`src/rtl/mac_encap.sv`:
```
// Transmit MAC encapsulation: AXI-Stream frame bytes in, GMII out with preamble/SFD,
// zero padding to minimum length, CRC-32 FCS and an enforced inter-frame gap.
module mac_encap #(
   parameter int MIN_PAYLOAD_LENGTH = 46,
   parameter int MAX_PAYLOAD_LENGTH = 1500,
   parameter int IFG_LENGTH         = 12
) (
   input  logic       clk,
   input  logic       reset,
   input  logic [7:0] tdata,
   input  logic       tvalid,
   output logic       tready,
   input  logic       tuser,
   input  logic       tlast,
   input  logic [1:0] speed_mode,
   output logic [7:0] gmii_txd,
   output logic       gmii_txen,
   output logic       gmii_txer
);

   localparam int MIN_FRAME_LENGTH = MIN_PAYLOAD_LENGTH + 14;
   localparam int MAX_FRAME_LENGTH = MAX_PAYLOAD_LENGTH + 14;
   localparam int CNT_W            = $clog2(MAX_FRAME_LENGTH + 1);
   localparam int SLOT_W           = $clog2(IFG_LENGTH + 8);

   localparam logic [CNT_W-1:0]  MIN_CNT  = CNT_W'(MIN_FRAME_LENGTH);
   localparam logic [CNT_W-1:0]  MAX_CNT  = CNT_W'(MAX_FRAME_LENGTH);
   localparam logic [SLOT_W-1:0] IFG_LAST = SLOT_W'(IFG_LENGTH - 1);

   typedef enum logic [2:0] {
      IDLE,
      PREAMBLE,
      DATA,
      PAD,
      FCS,
      DRAIN,
      IFG
   } state_t;

   state_t            state_q, state_d;
   logic [6:0]        pace_q, pace_d, pace_max;
   logic [CNT_W-1:0]  cnt_q, cnt_d, cnt_inc;
   logic [SLOT_W-1:0] slot_q, slot_d;
   logic [31:0]       crc_q, crc_d;
   logic [7:0]        txd_q, txd_d;
   logic              txen_q, txen_d;
   logic              txer_q, txer_d;
   logic              strobe;

   // Reflected IEEE 802.3 CRC-32, one byte, LSB first.
   function automatic logic [31:0] crc_byte(input logic [31:0] c, input logic [7:0] d);
      logic [31:0] r;
      r = c;
      for (int i = 0; i < 8; i++) begin
         r = (r >> 1) ^ (((r[0] ^ d[i]) == 1'b1) ? 32'hEDB88320 : 32'h0);
      end
      return r;
   endfunction

   // Slot pacing: the counter stays parked at 0 while idle so a new frame starts at once.
   always_comb begin
      case (speed_mode)
         2'b01:   pace_max = 7'd9;
         2'b00:   pace_max = 7'd99;
         default: pace_max = 7'd0;
      endcase
      strobe = (pace_q == 7'd0);
      if (state_q == IDLE && !tvalid) begin
         pace_d = 7'd0;
      end else if (pace_q >= pace_max) begin
         pace_d = 7'd0;
      end else begin
         pace_d = pace_q + 7'd1;
      end
   end

   assign tready    = (state_q == DATA && strobe) || (state_q == DRAIN);
   assign gmii_txd  = txd_q;
   assign gmii_txen = txen_q;
   assign gmii_txer = txer_q;
   assign cnt_inc   = cnt_q + CNT_W'(1);

   always_comb begin
      state_d = state_q;
      cnt_d   = cnt_q;
      slot_d  = slot_q;
      crc_d   = crc_q;
      txd_d   = txd_q;
      txen_d  = txen_q;
      txer_d  = txer_q;

      case (state_q)
         IDLE: begin
            if (strobe) begin
               txd_d  = 8'h00;
               txen_d = 1'b0;
               txer_d = 1'b0;
               if (tvalid) begin
                  state_d = PREAMBLE;
                  txd_d   = 8'h55;
                  txen_d  = 1'b1;
                  slot_d  = SLOT_W'(1);
               end
            end
         end

         PREAMBLE: begin
            if (strobe) begin
               txen_d = 1'b1;
               txer_d = 1'b0;
               if (slot_q == SLOT_W'(7)) begin
                  txd_d   = 8'hD5;
                  state_d = DATA;
                  crc_d   = 32'hFFFFFFFF;
                  cnt_d   = '0;
                  slot_d  = '0;
               end else begin
                  txd_d  = 8'h55;
                  slot_d = slot_q + SLOT_W'(1);
               end
            end
         end

         DATA: begin
            if (strobe) begin
               txen_d = 1'b1;
               if (tvalid) begin
                  txd_d  = tdata;
                  txer_d = tuser;
                  crc_d  = crc_byte(crc_q, tdata);
                  cnt_d  = cnt_inc;
                  if (tlast) begin
                     state_d = (cnt_inc < MIN_CNT) ? PAD : FCS;
                     slot_d  = '0;
                  end else if (cnt_q == MAX_CNT) begin
                     txer_d  = 1'b1;
                     state_d = DRAIN;
                  end
               end else begin
                  // Source starved mid-frame: poison the slot and abandon the frame.
                  txd_d   = 8'h00;
                  txer_d  = 1'b1;
                  state_d = DRAIN;
               end
            end
         end

         PAD: begin
            if (strobe) begin
               txd_d  = 8'h00;
               txen_d = 1'b1;
               txer_d = 1'b0;
               crc_d  = crc_byte(crc_q, 8'h00);
               cnt_d  = cnt_inc;
               if (cnt_inc == MIN_CNT) begin
                  state_d = FCS;
                  slot_d  = '0;
               end
            end
         end

         FCS: begin
            if (strobe) begin
               txd_d  = ~crc_q[7:0];
               txen_d = 1'b1;
               txer_d = 1'b0;
               crc_d  = crc_q >> 8;
               if (slot_q == SLOT_W'(3)) begin
                  state_d = IFG;
                  slot_d  = '0;
               end else begin
                  slot_d = slot_q + SLOT_W'(1);
               end
            end
         end

         DRAIN: begin
            if (strobe) begin
               txd_d  = 8'h00;
               txen_d = 1'b0;
               txer_d = 1'b0;
            end
            if (tvalid && tlast) begin
               state_d = IFG;
               slot_d  = '0;
            end
         end

         IFG: begin
            if (strobe) begin
               txd_d  = 8'h00;
               txen_d = 1'b0;
               txer_d = 1'b0;
               if (slot_q == IFG_LAST) begin
                  state_d = IDLE;
                  slot_d  = '0;
               end else begin
                  slot_d = slot_q + SLOT_W'(1);
               end
            end
         end

         default: begin
            state_d = IDLE;
         end
      endcase
   end

   always_ff @(posedge clk) begin
      if (reset) begin
         state_q <= IDLE;
         pace_q  <= 7'd0;
         cnt_q   <= '0;
         slot_q  <= '0;
         crc_q   <= 32'hFFFFFFFF;
         txd_q   <= 8'h00;
         txen_q  <= 1'b0;
         txer_q  <= 1'b0;
      end else begin
         state_q <= state_d;
         pace_q  <= pace_d;
         cnt_q   <= cnt_d;
         slot_q  <= slot_d;
         crc_q   <= crc_d;
         txd_q   <= txd_d;
         txen_q  <= txen_d;
         txer_q  <= txer_d;
      end
   end

endmodule

```
`config.mk`:
```
export PLATFORM = sky130hd
export DESIGN_NAME = mac_encap
export DESIGN_NICKNAME = d
export VERILOG_FILES = /design/src/rtl/mac_encap.sv
export SDC_FILE = /design/constraint.sdc
export NUM_CORES = 1
export LEC_CHECK = 0
export BUFFER_PORTS_ARGS = -buffer_cell sky130_fd_sc_hd__buf_4
export CELL_PAD_IN_SITES_DETAIL_PLACEMENT = 1
export CELL_PAD_IN_SITES_GLOBAL_PLACEMENT = 1
export CORE_ASPECT_RATIO = 1.2
export CORE_MARGIN = 2
export CORE_UTILIZATION = 48
export CTS_CLUSTER_DIAMETER = 30
export DETAILED_ROUTE_END_ITERATION = 16
export PLACE_DENSITY_LB_ADDON = 0.1
export SLEW_MARGIN = 40
export SYNTH_ARGS = -nofsm -noshare
export SYNTH_HDL_FRONTEND = slang
export SYNTH_SLANG_ARGS = --single-unit
export TNS_END_PERCENT = 30
```
`constraint.sdc`:
```
create_clock -name clk -period 2.6 [get_ports clk]
set_input_delay 0.13 -clock clk [delete_from_list [all_inputs] [get_ports clk]]
set_output_delay 0.13 -clock clk [all_outputs]
set_load 0.01 [all_outputs]
```
Word level (Yosys, flattened, before mapping)
Cells that the tools add are included.
{"block": "classes", "n_addsub": 3, "order_cmp": 2, "eq_ne": 31, "muxes": 81, "bitwise_logic": 25, "n_reduce_logical": 26}
{"op": "$mux W32", "count": 22}
{"op": "$xor A31 B32 Y32", "count": 16}
{"op": "$pmux W32 S4", "count": 1}
{"op": "$mux W5", "count": 14}
{"op": "$mux W8", "count": 7}
{"op": "$mux W11", "count": 5}
{"op": "$mux W3", "count": 16}
{"op": "$pmux W8 S5", "count": 1}
{"op": "$pmux W5 S7", "count": 1}
{"op": "$pmux W11 S3", "count": 1}
{"op": "$ne A2 B2 Y1 const B", "count": 13}
{"op": "$pmux W3 S7", "count": 1}
{"op": "$pmux W7 S2", "count": 1}
{"op": "$reduce_and A13 Y1", "count": 1}
{"op": "$reduce_and A12 Y1", "count": 1}
{"op": "$reduce_and A6 Y1", "count": 2}
{"op": "$add A11 B1 Y11 const B", "count": 1}
{"op": "$eq A11 B11 Y1 const B", "count": 1}
{"op": "$eq A11 B6 Y1 const B", "count": 1}
{"op": "$lt A11 B6 Y1 const B", "count": 1}
{"op": "$ne A2 B1 Y1 const B", "count": 5}
{"op": "$eq A3 B3 Y1 const B", "count": 3}
{"op": "$mux W1", "count": 8}
{"op": "$not A8 Y8", "count": 1}
{"op": "other kinds (32)", "count": 44}
{"block": "word_totals", "ff_bits": 68, "input_bits": 15, "out_inout_bits": 11, "wordCells": 176}

Depth between registers and ports, before layout
Gate-level depths: netlist of run 1.
{"block": "depth", "ltp_word": 27, "mapped_depth": 9}

Least setup slack after synthesis of run 1
OpenSTA, ideal clock, no wires.
{"block": "synth_timing", "kind": "reg2reg", "startpoint": "register cnt_q[0]", "endpoint": "register slot_q[0]", "t_arrival_ns": 2.224, "path_slack_ns": 0.255, "stages_incl_launch_ff": 8, "path_buffers": 0, "cell_sequence": "dfxtp_1 > ha_1 > nand3_1 > nor3_2 > nand4_1 > a2111o_1 > a21oi_1 > mux2_2"}
{"block": "synth_between", "elab_chain_cells": 4}
{"element": "from (decl)", "line": "42", "text": "logic [CNT_W-1:0] cnt_q, cnt_d, cnt_inc;"}
{"element": "from (signal assigned)", "line": "222", "text": "cnt_q <= cnt_d;"}
{"element": "$add A11 B1 Y11", "line": "81", "text": "assign cnt_inc = cnt_q + CNT_W'(1);"}
{"element": "$eq A11 B6 Y1", "line": "155", "text": "if (cnt_inc == MIN_CNT) begin"}
{"element": "$ne A2 B2 Y1 (no source line)"}
{"element": "$reduce_and A12 Y1 (no source line)"}
{"element": "to (signal assigned)", "line": "223", "text": "slot_q <= slot_d;"}
{"element": "to (decl)", "line": "43", "text": "logic [SLOT_W-1:0] slot_q, slot_d;"}
Every way passes these cells.
A chain may end at the register's enable or synchronous reset.

Worst setup path after layout of run 1
{"block": "layout_timing", "startpoint": "register slot_q[1]", "endpoint": "register crc_q[19]"}
{"block": "layout_between", "elab_chain_cells": 3}
{"element": "$eq A5 B3 Y1", "line": "111", "text": "if (slot_q == SLOT_W'(7)) begin"}
{"element": "$ne A2 B2 Y1 (no source line)"}
{"element": "$reduce_and A7 Y1 (no source line)"}
{"element": "to (signal assigned)", "line": "224", "text": "crc_q <= crc_d;"}
{"element": "to (decl)", "line": "44", "text": "logic [31:0] crc_q, crc_d;"}
Every way passes these cells.

==> run metrics, run 1 <==
outcome complete, no violations; multiplexer share of the synthesized area 1.69%; first-pass GRT wire length 28900 µm; Cell Pwr Density 1420 nW/µm²; skew final 0.00562 ns; Yosys cell types 78; Critical Path Slowest Stage Cell or4bb_1; xor/xnor share of the synthesized area 24.9%; unrepaired setup endpoints after global routing true; Mapped Nets 694; Synth area leader dfxtp_1; CP max stage delay 0.54 ns; P&R area growth vs syn 15.3%; core area 11100 µm²; Die W 101 µm; H-tree levels 3; Setup-failing EPs final 0; crit path DAT 2.66 ns; CP Capture Type register; via count 5183; Synth Cell Area 5470 µm²; I/O Buffers 25; total CTS buffers 9; vias in the first global route 5438; main combinational cell family by area after synthesis XOR/XNOR gates; Iter 0 DRT Violations 213; TritonRoute pass-1 iters 4; synthesized-area fraction occupied by adder cells 2.88%; maxcap violations 0; initial antenna violation count 0; worst min path class in -> reg; CTS tree done; top-count cell post-synth xnor2_1; layout cells sized above 1 16.0%; Post-DRT Antenna Nets 0; Die Area 12300 µm²; CP Class reg -> reg; register area 1360 µm²; post-synth top area share 24.9%; root buffer cell clkbuf_16; Area contributors post-synth dfxtp_1 (25%), xnor2_1 (13%), xor2_1 (4.8%), a21oi_1 (4.1%), nor2_1 (3.9%); Layout Cells excl Fill 854; top cells by count, synth xnor2_1 (81), dfxtp_1 (68), nor2_1 (57); reg2reg setup slack 0.15 ns; fillcell total 1349; chip height 121 µm; Final Max Slew Viols 0; worst slew pin tran 0.641 ns; Final Hold Vio Count 0; total congestion overflow 0; sequential area share after synthesis 24.9%; dpl cells 838; crit share post-route 94.3%; hold path cells 3; Overall Global Routing Usage 30.8%; Synth Flop Type dfxtp_1; Crit Path Max Fanout 6; EDFF count, synth 0; Post-Synthesis Cells 667; DP Worst Slack 0.00870 ns; Layout Nets 722; Skew-Pair Late Insertion Delay 0.34 ns; reg2reg start slot_q[1]; CTS sink count 68; largest net degree at the start of global routing 46; Routed WL 18200 µm; vias per cell 6.07; Pleak 2.40 nW; async set-or-reset flop fraction in the synthesized netlist 0%; Avg Inst Size Synth 8.20 µm²; CP Data Required Time 2.81 ns; Power Total 8.98 mW; Peak VDD IR 0.000548 V; Ant. Diodes 0; Max Freq 408 MHz; clock-pin slew on the worst setup and hold paths 0.06 ns; IO Pins 26; Final Wtd Congestion 0.937; min cycle time layout 2.45 ns; Yosys warnings 0; Longest Clk Path Bufs 2; R2R depth 7; relative slew slack 57.0%; footprint of the multi-input gates 3840 µm²; FP Rows 42; post-CTS setup buffers 0; Seq cells post-synth 68; CP Launch Type register; Cell Chain, Critical Path ha_2 > or4bb_1 > o22ai_2 > a21oi_1 > nand2b_1 > a2111oi_1 > a211oi_2; Initial Utilization 49.3%; worst setup slack after layout 0.148 ns; worst r2r dst crc_q[19]; min-delay src tlast; dpl hpwl 13300 µm; WL/cell 21.3 µm; post-synthesis compound-gate area fraction 21.9%; Synth Area in Simple Gates 18.5%; Min-Delay Endpoint state_q[1]; post-layout util 56.9%; drt drc 0
sequential cells by signal, summed over array words and instances (netlist names):
signal / count
cnt_q: 11
crc_q: 32
gmii_txd: 8
gmii_txen: 1
gmii_txer: 1
pace_q: 7
slot_q: 5
state_q: 3
stage by stage:
stage / hold WS (ns) / setup TNS (ns) / cell area [µm²]
final: 0.140 / 0 / 6310
after CTS: 0.121 / 0 / 6300
after global placement: 0.440 / 0 / 5950
after detailed placement: 0.468 / 0 / 5950
after floorplan: 0.320 / 0 / 5470
after global routing: 0.144 / -0.00888 / 6310
power by group:
group          switching, mW  internal (mW)
registers              0.287           1.28
clock network          0.488          0.920
logic                   3.34           2.67
total                   4.12           4.86
layout make-up:
class / instances / area share (%)
inverter: 20 / 1.19
clock buffer: 13 / 4.28
multi-input combinational: 533 / 60.9
clock inverter: 3 / 1.07
sequential: 68 / 21.6
timing repair buffer: 63 / 7.95
tap: 154 / 3.05
logic make-up after synthesis:
| logic type | count (synthesis) |
|---|---|
| buffers and inverters | 66 |
| AOI/OAI and AO/OA | 179 |
| DFF | 68 |
| muxes | 9 |
| and+or+nand+nor | 203 |
| xor gates and xnor gates | 130 |
| adders and majority gates | 12 |
placed cells by master (no fill, tap or decap), types with 8 or more instances in the layout:
master and instances:
nand2b_1 12, a211o_1 8, a31oi_1 8, a21oi_1 45, clkbuf_16 9, xor2_1 30, xnor2_1 81, a221oi_1 13
nor2_1 56, nand2_1 46, nand3_1 17, o21ai_0 37, buf_4 60, xnor2_2 8, inv_1 19, nor3_1 20
dfxtp_1 68, ha_1 10
worst max path at each step:
stage,startpoint,end,slack [ns],cells past startpoint
after detailed placement,slot_q[1],crc_q[3],0.009,8
after global placement,slot_q[0],crc_q[8],0.12,8
final,slot_q[1],crc_q[19],0.15,7
after floorplan,cnt_q[0],slot_q[0],0.26,7
after global routing,cnt_q[1],slot_q[0],-0.009,8
after CTS,slot_q[1],crc_q[3],0.08,8
repair_timing:
item | in CTS | in global routing
gates resized for setup | 1 | 2
hold buffers | 0 | 0
setup endpoints to repair | 1 | 12
layer usage:
metal / global-route usage [%] / part of all wire [%] / vias to the layer above
li1: - / - / 2422
met1: 34.6 / 39 / 2562
met2: 55.0 / 53 / 138
met3: 3.97 / 3.9 / 61
met4: 17.6 / 4.8 / 0
met5: 0 / 0 / -
worst max-delay path, delay by kind of cell (launching register included):
family	cells	cell delay, ns
and+or+nand+nor	2	0.73
AOI/OAI and AO/OA	4	0.99
adders and majority gates	1	0.23
DFF	1	0.37
(Power assumes the default switching activity.)
==> run 2, diff against run 1 <==
CORE_UTILIZATION = 51   (was 48)
clock period = 3 ns   (was 2.6 ns; I/O delays follow)
==> run metrics, run 2 (synthesis gave the netlist of run 1 again) <==
outcome complete, no violations; Final Max Slew Viols 0; WL/cell 22.2 µm; Critical Path Slowest Stage Cell a2111o_1; max reg flops 32; footprint of the multi-input gates 3830 µm²; DP Area 5800 µm²; Layout Cells excl Fill 816; Final Hold Vio Count 0; initial antenna violation count 0; total negative slack 0 ns; dpl cells 800; Crit Path Max Fanout 10; CP Launch Type register; Max Freq 364 MHz; vias in the first global route 5424; layout cells sized above 1 14.0%; CP Class reg -> reg; Routed WL 18100 µm; Initial Utilization 52.3%; maxcap violations 0; root buffer cell clkbuf_16; crit path DAT 2.98 ns; IO Pins 26; CP Data Required Time 3.23 ns; worst slew pin tran 0.850 ns; TritonRoute pass-1 iters 5; worst min path class in -> reg; worst setup slack after layout 0.254 ns; most common cell after layout, fill and taps aside xnor2_1; worst path bufs/invs 0; register area 1360 µm²; Layout Nets 709; Power Total 7.48 mW; Iter 0 DRT Violations 227; Cell Chain, Critical Path ha_1 > nand3_1 > nor3_2 > nand4_1 > a2111o_1 > a21oi_1 > mux2_2; reg2reg setup slack 0.25 ns; drt drc 0; largest register by flop count crc_q; min-delay src tlast; Cell Pwr Density 1230 nW/µm²; Min-Delay Endpoint state_q[1]; post-CTS setup buffers 0; CP Capture Type register; H-tree levels 3; min cycle time layout 2.75 ns; P&R area growth vs syn 11.3%; Pleak 2.30 nW; vias per cell 6.37; Die W 98.5 µm; Final Wtd Congestion 0.918; largest delay contributor family on the critical path compound AO/OA/AOI/OAI gates; Overall Global Routing Usage 31.9%; Die Area 11600 µm²; total congestion overflow 0; skew final 0.0109 ns; via count 5198; total CTS buffers 9; clock-pin slew on the worst setup and hold paths 0.06 ns; chip height 117 µm; Setup-failing EPs final 0; worst r2r dst slot_q[0]; post-cts gate resize count 0; Ant. Diodes 0; dpl hpwl 13000 µm; hold_buf cts 0; most frequent cells in the layout xnor2_1 (81), dfxtp_1 (68), nor2_1 (57), buf_4 (50), nand2_1 (46); DP Worst Slack 0.314 ns; CTS sink count 68; CTS tree done; crit share post-route 91.5%; I/O Buffers 25; Longest Clk Path Bufs 2; Peak VDD IR 0.000539 V; unrepaired setup endpoints after global routing false; FP Rows 41; hold path cells 3; CP max stage delay 0.54 ns; core area 10500 µm²; reg2reg start cnt_q[0]; fillcell total 1277; relative slew slack 43.2%; first-pass GRT wire length 29100 µm; largest net degree at the start of global routing 61; Skew-Pair Late Insertion Delay 0.35 ns; Design Area, Final 6090 µm²; Post-DRT Antenna Nets 0; R2R depth 7
[run 2: worst max path at each step]
| stage | startpoint | to | slack (ns) | depth (start not counted) |
|---|---|---|---|---|
| finish | cnt_q[0] | slot_q[0] | 0.25 | 7 |
| global route | cnt_q[0] | slot_q[0] | 0.04 | 7 |
| CTS | cnt_q[0] | slot_q[0] | 0.27 | 7 |
| detailed placement | cnt_q[0] | slot_q[0] | 0.31 | 7 |
| global placement | cnt_q[0] | slot_q[0] | 0.44 | 7 |
| floorplan | cnt_q[0] | slot_q[0] | 0.66 | 7 |
[run 2: area by class of cell]
class	instances	share of cell area, %
tap	129	2.65
clock buffer	13	4.44
timing repair buffer	50	6.16
multi-input combinational	533	62.8
clock inverter	3	0.329
inverter	20	1.23
sequential	68	22.4
[run 2: per-layer routing]
layer | global-route usage [%] | vias up | share of wire, %
met5 | 0 | - | 0
met1 | 36.7 | 2582 | 39
li1 | - | 2402 | -
met3 | 5.34 | 57 | 4.4
met2 | 56.1 | 157 | 52
met4 | 16.3 | 0 | 4.8
[run 2: tightest hold or removal path, cell delays in order]
cell and delay [ns]:
buf_4 0.13, nand4_1 0.08, a311oi_1 0.08
[run 2: report_power, final]
group	switching (mW)	internal (mW)	total (mW)
Combinational	2.80	2.20	5.00
Sequential	0.310	1.11	1.42
Clock	0.435	0.627	1.06
Total	3.55	3.93	7.48
[run 2: per-stage QoR]
step	hold WS (ns)	utilization (%)
floorplan	0.340	-
global placement	0.446	55.4
detailed placement	0.451	55.4
CTS	0.131	58.2
global route	0.145	58.2
finish	0.140	58.2
